<file path="src/rtl/ca_pkg.sv">
// Shared FSM state type and default sizing for the CA-based MAC controller.
package ca_pkg;

  localparam int CA_W_DEF     = 8;
  localparam int CA_STEPS_DEF = 4;
  localparam int CA_LENW_DEF  = 16;
  localparam int CA_CNTW      = 8;

  typedef enum logic [1:0] {
    IDLE = 2'd0,
    LOAD = 2'd1,
    RUN  = 2'd2,
    DONE = 2'd3
  } ca_state_e;

endpackage

</file>
<file path="src/rtl/ca_mac_ctrl.sv">
// Sequencer turning an external cellular automaton into a byte-stream MAC engine.
// Optional feature: CA_MAC_PRESET_EN adds an iv port that keys the first byte of each message.
module ca_mac_ctrl
  import ca_pkg::*;
#(
  parameter int W     = CA_W_DEF,
  parameter int STEPS = CA_STEPS_DEF,
  parameter int LENW  = CA_LENW_DEF
) (
  input  logic            clk,
  input  logic            reset,
  input  logic            in_valid,
  output logic            in_ready,
  input  logic [0:W-1]    in_data,
  input  logic            in_last,
  output logic            out_valid,
  input  logic            out_ready,
  output logic [0:W-1]    out_tag,
  output logic [LENW-1:0] out_len,
  output logic            ca_load,
  output logic            ca_step,
  output logic [0:W-1]    ca_din,
  input  logic [0:W-1]    ca_dout
`ifdef CA_MAC_PRESET_EN
  ,
  input  logic [0:W-1]    iv
`endif
);

  localparam logic [CA_CNTW-1:0] STEP_INIT = CA_CNTW'(STEPS - 1);

  ca_state_e            state_q, state_d;
  logic [0:W-1]         byte_q, byte_d;
  logic                 last_q, last_d;
  logic                 first_q, first_d;
  logic [LENW-1:0]      len_q, len_d;
  logic [CA_CNTW-1:0]   step_cnt_q, step_cnt_d;
  logic                 in_ready_q, in_ready_d;
  logic                 out_valid_q, out_valid_d;
  logic                 ca_load_q, ca_load_d;
  logic                 ca_step_q, ca_step_d;
  logic [LENW-1:0]      out_len_q, out_len_d;
  logic [0:W-1]         iv_base;
  logic [0:W-1]         load_base;

`ifdef CA_MAC_PRESET_EN
  assign iv_base = iv;
`else
  assign iv_base = '0;
`endif

  // The CA only changes under load/step, so ca_dout is the chaining value during LOAD.
  assign load_base = first_q ? iv_base : ca_dout;

  always_comb begin
    state_d    = state_q;
    byte_d     = byte_q;
    last_d     = last_q;
    first_d    = first_q;
    len_d      = len_q;
    step_cnt_d = step_cnt_q;
    unique case (state_q)
      IDLE: begin
        if (in_valid && in_ready_q) begin
          byte_d  = in_data;
          last_d  = in_last;
          len_d   = len_q + 1'b1;
          state_d = LOAD;
        end
      end
      LOAD: begin
        first_d    = 1'b0;
        step_cnt_d = STEP_INIT;
        state_d    = RUN;
      end
      RUN: begin
        if (step_cnt_q == '0) begin
          state_d = last_q ? DONE : IDLE;
        end else begin
          step_cnt_d = step_cnt_q - 1'b1;
        end
      end
      DONE: begin
        if (out_ready) begin
          first_d = 1'b1;
          len_d   = '0;
          state_d = IDLE;
        end
      end
    endcase
  end

  // Strobes are registered as a decode of the next state so they align with state_q.
  always_comb begin
    in_ready_d  = (state_d == IDLE);
    ca_load_d   = (state_d == LOAD);
    ca_step_d   = (state_d == RUN);
    out_valid_d = (state_d == DONE);
    out_len_d   = (state_d == DONE) ? len_d : '0;
  end

  always_ff @(posedge clk) begin
    if (reset) begin
      state_q     <= IDLE;
      byte_q      <= '0;
      last_q      <= 1'b0;
      first_q     <= 1'b1;
      len_q       <= '0;
      step_cnt_q  <= '0;
      in_ready_q  <= 1'b1;
      out_valid_q <= 1'b0;
      ca_load_q   <= 1'b0;
      ca_step_q   <= 1'b0;
      out_len_q   <= '0;
    end else begin
      state_q     <= state_d;
      byte_q      <= byte_d;
      last_q      <= last_d;
      first_q     <= first_d;
      len_q       <= len_d;
      step_cnt_q  <= step_cnt_d;
      in_ready_q  <= in_ready_d;
      out_valid_q <= out_valid_d;
      ca_load_q   <= ca_load_d;
      ca_step_q   <= ca_step_d;
      out_len_q   <= out_len_d;
    end
  end

  assign in_ready  = in_ready_q;
  assign out_valid = out_valid_q;
  assign ca_load   = ca_load_q;
  assign ca_step   = ca_step_q;
  assign out_len   = out_len_q;
  assign ca_din    = ca_load_q ? (load_base ^ byte_q) : '0;
  assign out_tag   = out_valid_q ? ca_dout : '0;

endmodule

</file>
<file path="config.mk">
export PLATFORM = sky130hd
export DESIGN_NAME = ca_mac_ctrl
export DESIGN_NICKNAME = d
export VERILOG_FILES = /design/src/rtl/ca_pkg.sv /design/src/rtl/ca_mac_ctrl.sv
export SDC_FILE = /design/constraint.sdc
export NUM_CORES = 1
export LEC_CHECK = 0
export CAP_MARGIN = 20
export CORE_UTILIZATION = 53
export CTS_BUF_LIST = sky130_fd_sc_hd__clkbuf_8
export CTS_CLUSTER_DIAMETER = 60
export CTS_CLUSTER_SIZE = 16
export DETAILED_ROUTE_END_ITERATION = 10
export PLACE_DENSITY_LB_ADDON = 0.08
export SYNTH_ARGS = -nofsm -noshare
export SYNTH_HDL_FRONTEND = slang
export SYNTH_SLANG_ARGS = --single-unit
</file>
<file path="constraint.sdc">
create_clock -name clk -period 3.2 [get_ports clk]
set_input_delay 0.64 -clock clk [delete_from_list [all_inputs] [get_ports clk]]
set_output_delay 0.64 -clock clk [all_outputs]
set_load 0.02 [all_outputs]
</file>
* After elaboration in Yosys (flattened, before gate mapping)
Cells that the tools add are included.
** Word-level totals
- Register bits after elaboration :: 56
- Logic and storage cells :: 48
- Input port bits :: 21
** Cells by class
- Reduce and logical (&&, ||, !) cells :: 10
- Bitwise logic cells :: 2
- Muxes and demuxes :: 15
- $add $sub $neg :: 2
- Equal/unequal tests :: 8
** Operators with widths (number)
- 16-bit two-way mux :: 2
- 8-bit two-way mux :: 4
- 16-bit case mux with 2 select lines :: 1
- 16-bit by 1-bit adder with 16-bit output, second input constant :: 1
- 8-bit case mux with 2 select lines :: 1
- 2-bit == test, second input constant :: 4
- 8-bit logical NOT :: 1
- 2-bit two-way mux :: 4
- 2-bit case mux with 4 select lines :: 1
- 8-bit by 1-bit subtractor with 8-bit output, second input constant :: 1
- 8-bit XOR :: 1
- 2-bit AND reduction :: 3
- 2-bit by 1-bit == test with 1-bit output, second input constant :: 2
- 2-bit logical NOT :: 2
- 2-bit != test, second input constant :: 2
- 2-bit nonzero test :: 2
- 1-bit case mux with 2 select lines :: 1
- 2-bit OR reduction :: 1
- 1-bit logical AND :: 1
- 1-bit two-way mux :: 1
- 1-bit inverter :: 1

* Logic depth before layout (Yosys ltp)
Gate-level depths: netlist of the first run.
- Depth in word-level cells :: 6
- Mapped depth :: 9

* Least setup slack after synthesis of the first run
No wires, ideal clock.
- Kind :: register to register
- Start point :: register step_cnt_q[0]
- End point :: register out_len_q[15] (netlist: out_len[15])
- Cell stages (with the launch flop) :: 9
- Setup time :: 0.075 ns
- Slack :: 0.977 ns
- Buffers on the path :: 2
- Data required time :: 3.125 ns
- Data arrival time :: 2.148 ns
- Period minus slack after synthesis :: 2.223 ns
- Cell sequence :: dfxtp_1 -> inv_1 -> ha_1 -> or3b_2 -> or4_4 -> or2_1 -> buf_6 -> buf_12 -> a22oi_2
** On the way
- Longest elaborated chain between the ends :: 6
** Ends and longest elaborated chain
- start, declared :: RTL line ca_mac_ctrl.sv:37 : logic [CA_CNTW-1:0] step_cnt_q, step_cnt_d;
- start signal, assigned :: RTL line ca_mac_ctrl.sv:121 : step_cnt_q <= step_cnt_d;
- 8-bit logical NOT :: RTL line ca_mac_ctrl.sv:77 : if (step_cnt_q == '0) begin
- 2-bit two-way mux :: RTL line ca_mac_ctrl.sv:77
- 2-bit case mux with 4 select lines :: RTL line ca_mac_ctrl.sv:62 : unique case (state_q)
- 2-bit == test :: RTL line ca_mac_ctrl.sv:99 : out_len_d = (state_d == DONE) ? len_d : '0;
- 1-bit inverter (no source line)
- 2-bit OR reduction (no source line)
- end signal, assigned :: RTL line ca_mac_ctrl.sv:126 : out_len_q <= out_len_d;
- end, declared :: RTL line ca_mac_ctrl.sv:42 : logic [LENW-1:0] out_len_q, out_len_d;
No other way between the ends.
A chain may end at the register's enable or synchronous reset.

* Final worst setup path of the first run
- Start point :: input ca_dout[1] (netlist bit)
- End point :: output ca_din[1] (netlist bit)
** On the way
- Longest elaborated chain between the ends :: 3
** Ends and longest elaborated chain
- start, declared :: RTL line ca_mac_ctrl.sv:23 : input logic [0:W-1] ca_dout
- 8-bit two-way mux :: RTL line ca_mac_ctrl.sv:53 : assign load_base = first_q ? iv_base : ca_dout;
- 8-bit XOR :: RTL line ca_mac_ctrl.sv:135 : assign ca_din = ca_load_q ? (load_base ^ byte_q) : '0;
- 8-bit two-way mux :: RTL line ca_mac_ctrl.sv:135
- end, declared :: RTL line ca_mac_ctrl.sv:22 : output logic [0:W-1] ca_din,
No other way between the ends.

==> results of run 1 <==
path summary, 6_finish.rpt:
path	from	to	slack, ns
max	ca_dout[1]	ca_din[1]	0.48
max reg2reg	step_cnt_q[0]	out_len[14]	0.59
min	byte_q[2]	byte_q[2]	0.47
min reg2reg	byte_q[2]	byte_q[2]	0.47
per-stage QoR:
stage | hold WS (ns) | power, mW | worst slack (ns)
final | 0.472 | 1.47 | 0.481
after detailed placement | 0.463 | 1.09 | 0.478
after global placement | 0.451 | 1.09 | 0.528
after global routing | 0.490 | 1.53 | 0.404
after CTS | 0.475 | 1.47 | 0.477
after floorplan | 0.437 | 0.984 | 0.977
metal layers:
layer / global-route usage [%] / vias to the layer above / routed length [um]
li1: - / 1270 / -
met1: 32.7 / 1235 / 3000
met2: 39.1 / 121 / 2990
met3: 5.09 / 11 / 498
met4: 7.55 / 0 / 95
met5: 0 / - / 0
cell usage in the layout (no fill, tap or decap), types with 4 or more instances in the layout:
cell type	count
clkdlybuf4s50_1	56
ha_1	6
xnor2_1	8
nand3_1	7
nand2_1	30
dfxtp_1	56
buf_4	4
o21ai_0	8
nor4_1	4
a21oi_2	8
a31o_2	7
nand4_1	8
a21oi_1	22
clkbuf_8	6
nand2b_1	12
and4_1	5
inv_1	9
and2_1	20
nor2_1	27
a22oi_1	9
a41oi_1	5
nor2b_1	5
sequential cells by signal (all words and copies together) (netlist names), 2 cells and up:
name	flops
byte_q	8
step_cnt_q	8
out_len	16
state_q	2
len_q	16
tightest hold or removal path: cells and delay by family (launching register included):
| kind | cells | cell delay, ns |
|---|---|---|
| DFF | 1 | 0.33 |
| and+or+nand+nor | 1 | 0.05 |
| AOI/OAI and AO/OA | 1 | 0.05 |
area by class of cell:
| class | instances | share of cell area (%) |
|---|---|---|
| Clock buffer | 6 | 2.37 |
| Clock inverter | 2 | 0.216 |
| Inverter | 7 | 0.754 |
| Multi-Input combinational cell | 244 | 45.0 |
| Sequential cell | 56 | 32.2 |
| Tap cell | 70 | 2.51 |
| Timing Repair Buffer | 60 | 17.0 |
cell families after synthesis:
kind of cell / after synthesis / synth area share, %
AO/OA/AOI/OAI: 83 / 21.2
AND/OR/NAND/NOR: 141 / 27.3
XOR/XNOR: 11 / 3.42
flip-flops: 56 / 39.8
adder cells (fa/ha/maj): 6 / 2.67
buffers and inverters: 27 / 4.53
multiplexers: 3 / 1.11
report_power, final:
group	switching, mW	total [mW]	internal (mW)
Clock	0.214	0.385	0.171
Combinational	0.178	0.321	0.144
Sequential	0.0345	0.759	0.725
Total	0.426	1.47	1.04
==> reports/metrics.cfg, run 1 <==
[layout]
fin_cells = 445
n_antenna_cell = 0
fillers = 455
finish.utilization_pct = 68.2
final_area_sq_um = 3480
synthToLayoutAreaGrowth_pct = 23.7
nNetsFinal = 401
multi_input_area_sq_um = 1570
seqCellArea_sq_um = 1120
layout-drive-gt1-share_pct = 8.80

[timing]
period_needed_ns = 2.72
report.final.slew_viol_count = 0
hold_viol = 0
slew_headroom_pct = 44.6
rsz0062_at_grt = no
final.period_utilization_pct = 85.0
max_freq_mhz = 368
fin_tns_setup_ns = 0
fin_skew_ns = 0.00729
worstMarginPinSlew_ns = 0.830
setup_viol = 0

[critical_path]
cp_top_family = buffers and inverters
critPathMaxStageDelay_ns = 0.60
endpoint_kind = output pin
ff2ff_path_depth = 6
crit_required_ns = 2.56
crit_fanout = 2
worst_path_most_repeated_cell = clkdlybuf4s50_1
crit_type = input pin to output pin
cp_cell_sequence = clkdlybuf4s50_1 -> nand2b_1 -> xnor2_1 -> and2_1 -> clkdlybuf4s50_1
cpMaxStageDelayCell = clkdlybuf4s50_1
critical_path_arrival_ns = 2.08
crit_buf_inv = 2
start_kind = input pin
cp_num_cells = 5

[clock_network]
cts_buffer_depth = 2
htreeDepth = 2
clock_sinks = 56
cts-root-buf = clkbuf_8
cts_made_buffers = 5
hold_buffers = 0
cts_tree = done
clkTransAtPathRegs_ns = 0.09
post_cts_buffers = 0
clk_latency_ns = 0.31
cts_resized = 0

[power]
power.static_leakage_nw = 1.23
power_density_nw_per_um2 = 421
ir_drop_v = 0.000315

[logic_synthesis]
synth_top_flop_cell = dfxtp_1
synth.most_common_cell = dfxtp_1
syn_avg_cell_area_sq_um = 8.61
synth_edf_count = 0
syn_area_sq_um = 2820
synth-async-reset-ratio_pct = 0
yosysUniqueCellTypes = 58
seq_area_frac_synth_pct = 39.8
synthTopCellsByArea = dfxtp_1 40%, and2_1 4.4%, nand2_1 4.0%
syn_inst = 327
yosys_warnings = 0
synth_area_leader_cell = dfxtp_1
synth-seq-cells = 56
synth_top_area_share_pct = 39.8
yosys-top-cells-count = 56 x dfxtp_1, 30 x nand2_1, 27 x nor2_1
synth_fp_nets = 354

[global_route]
antenna_found_initial = 0
grt.total_usage_pct = 24.3
first_global_vias = 2256
grt_max_degree = 31
overflow = 0
grt_pass1_wl_um = 10500

[route]
vias = 2637
routed_wl_um = 6590
drt_first_pass_iters = 4
antenna_left = 0
routedWlPerCell_um = 14.8
vias_per_cell = 5.93
drt_iter0_markers = 193
route.detailed.drc = 0

[die]
die_height_um = 74.9
die_w_um = 74.9
io_pins = 57
die_area_sq_um = 5610
coreArea_sq_um = 5110
start_util_pct = 55.1
rows = 26

[hold_path]
whs_path_depth = 2
hold_class = flop to flop

[placed_design]
place_inst = 437
port_buffers = 56
dp_hpwl_um = 4660
gp_congestion = 0.859
placed_area_sq_um = 3390

[status]
outcome = completed

[flow_run]
cap_viol_max_count = 0

Power figures use the tool's default switching activity.
==> run 2: changes to the inputs <==
--- a/config.mk
+++ b/config.mk
@@ -6,7 +6,7 @@
 export NUM_CORES = 1
 export LEC_CHECK = 0
 export CAP_MARGIN = 20
-export CORE_UTILIZATION = 53
+export CORE_UTILIZATION = 48
 export CTS_BUF_LIST = sky130_fd_sc_hd__clkbuf_8
 export CTS_CLUSTER_DIAMETER = 60
 export CTS_CLUSTER_SIZE = 16
==> constraint.sdc (replaced) <==
create_clock -name clk -period 2.2 [get_ports clk]
set_input_delay 0.44 -clock clk [delete_from_list [all_inputs] [get_ports clk]]
set_output_delay 0.44 -clock clk [all_outputs]
set_load 0.02 [all_outputs]
==> reports/metrics.cfg, run 2 (synthesis gave the netlist of run 1 again) <==
[status]
outcome = completed

[die]
rows = 27  ; +3.8%
io_pins = 57  ; unchanged
die_height_um = 78.6  ; +4.9%
start_util_pct = 50.5  ; -4.6 points
coreArea_sq_um = 5570  ; +9.1%
die_w_um = 78.6  ; +4.9%
die_area_sq_um = 6180  ; +10%

[clock_network]
hold_buffers = 0  ; unchanged
cts_resized = 8  ; +8
htreeDepth = 2  ; unchanged
post_cts_buffers = 0  ; unchanged
cts_made_buffers = 5  ; unchanged
clock_sinks = 56  ; unchanged
clk_latency_ns = 0.30  ; about the same
clkTransAtPathRegs_ns = 0.10  ; about the same
cts-root-buf = clkbuf_8
cts_tree = done
cts_buffer_depth = 2  ; unchanged

[power]
p_total_mw = 2.20  ; +50%
p_switching_mw = 0.645  ; +51%
power_density_nw_per_um2 = 596  ; +42%
p_comb_share_pct = 24.1  ; +2.2 points
p_sw_share_pct = 29.3  ; +0.21 points
p_clk_share_pct = 26.2  ; about the same
power.static_leakage_nw = 1.39  ; +13%
p_seq_share_pct = 49.8  ; -2.0 points
p_int_mw = 1.56  ; +50%
ir_drop_v = 0.000452  ; +44%

[critical_path]
crit_path_end = out_len[15]
regToRegSetupSlack_ns = 0.08  ; -0.51 ns
ff2ff_path_depth = 7  ; +1
crit_required_ns = 2.43  ; -0.13 ns
endpoint_kind = flop
startpoint = step_cnt_q[0]
crit_type = flop to flop
reg2reg_to = out_len[15]
crit_fanout = 9  ; +7
start_kind = flop
critical_path_arrival_ns = 2.36  ; +0.28 ns
r2r-start = step_cnt_q[0]

[timing]
final.period_utilization_pct = 96.4
slew_headroom_pct = 67.2  ; +23 points
worstMarginPinSlew_ns = 0.485  ; -0.345 ns
max_freq_mhz = 471
rsz0062_at_grt = no
fin_skew_ns = 0.0107  ; +0.00340 ns
whs_ns = 0.461  ; -0.0113 ns
report.final.slew_viol_count = 0  ; unchanged
setup_viol = 0  ; unchanged
period_needed_ns = 2.12
hold_viol = 0  ; unchanged

[layout]
synthToLayoutAreaGrowth_pct = 31.2
layout-drive-gt1-share_pct = 16.2  ; +7.4 points
nNetsFinal = 427  ; +6.5%
fin_cells = 473  ; +6.3%
finish.utilization_pct = 66.3  ; -1.9 points
layout_commonest_cell = dfxtp_1
final_cell_mix = 55 x dfxtp_1, 48 x clkdlybuf4s50_1, 30 x nand2_1, 30 x buf_4, 27 x nor2_1
n_antenna_cell = 0  ; unchanged

[route]
drt_iter0_markers = 114  ; -41%
vias = 2615  ; -0.83%
routedWlPerCell_um = 14.3  ; -3.7%
antenna_left = 0  ; unchanged
routed_wl_um = 6740  ; +2.4%
drt_first_pass_iters = 4  ; unchanged
route.detailed.drc = 0  ; unchanged
vias_per_cell = 5.53  ; -6.7%

[global_route]
antenna_found_initial = 0  ; unchanged
grt_max_degree = 17  ; -45%
grt.total_usage_pct = 23.4  ; -0.89 points
first_global_vias = 2458  ; +9.0%
grt_pass1_wl_um = 11600  ; +11%
overflow = 0  ; unchanged

[placed_design]
gp_congestion = 0.867  ; +0.92%
port_buffers = 56  ; unchanged
place_inst = 465  ; +6.4%
dp_hpwl_um = 4890  ; +5.0%

[flow_run]
cap_viol_max_count = 0  ; unchanged

[hold_path]
hold_class = flop to flop

run 2: cell types whose count changed in the layout (fill, tap and decap cells not counted), sizes merged:
cell / before / now
clkdlybuf4s50: 56 / 48
dlygate4sd2: 0 / 8
inv: 9 / 8
clkinvlp: 0 / 1
buf: 4 / 30
run 2: worst min-delay path by stage:
stage / slack, ns / endpoint / cells past startpoint / from
2_1_floorplan: 0.44 / last_q / 2 / last_q
3_3_place_gp: 0.46 / last_q / 2 / last_q
3_5_place_dp: 0.46 / last_q / 2 / last_q
4_1_cts: 0.47 / last_q / 2 / last_q
5_1_grt: 0.49 / step_cnt_q[0] / 1 / step_cnt_q[0]
6_report: 0.46 / step_cnt_q[0] / 1 / step_cnt_q[0]
run 2: critical path, cell delays in order, from the launching register on:
cell and delay (ns):
dfxtp_2 0.34, inv_1 0.06, ha_1 0.16, or3b_4 0.38, or4_4 0.51, or2_4 0.25
buf_4 0.19, a22oi_2 0.16
run 2: per-stage QoR:
step / worst slack, ns / setup TNS [ns] / area [sq um]
after floorplan: 0.00731 / 0 / 2820
after global placement: -0.0739 / -0.456 / 3590
after detailed placement: -0.0832 / -0.607 / 3590
after CTS: 0.0434 / 0 / 3680
after global routing: 0.00457 / 0 / 3700
final: 0.0789 / 0 / 3700
run 2: power by group through the flow:
stage,registers [mW],logic (mW),clock network (mW)
final,1.10,0.530,0.576
after global routing,1.10,0.584,0.627
after CTS,1.10,0.528,0.590
after detailed placement,1.12,0.530,0
after global placement,1.12,0.522,0
after floorplan,1.12,0.316,0
run 2: final cells by class:
class	count	area, sq um
fill	482	1880
clock inverter	2	11.3
timing repair buffer	86	776
clock buffer	6	82.6
inverter	7	26.3
multi-input combinational	244	1590
tap	72	90.1
sequential	56	1120
run 2: routing by layer:
layer	track usage [%]	wire [um]	vias to the layer above
li1	-	-	1322
met1	33.8	3410	1200
met2	35.3	2860	88
met3	4.65	422	5
met4	5.74	47	0
met5	0	0	-
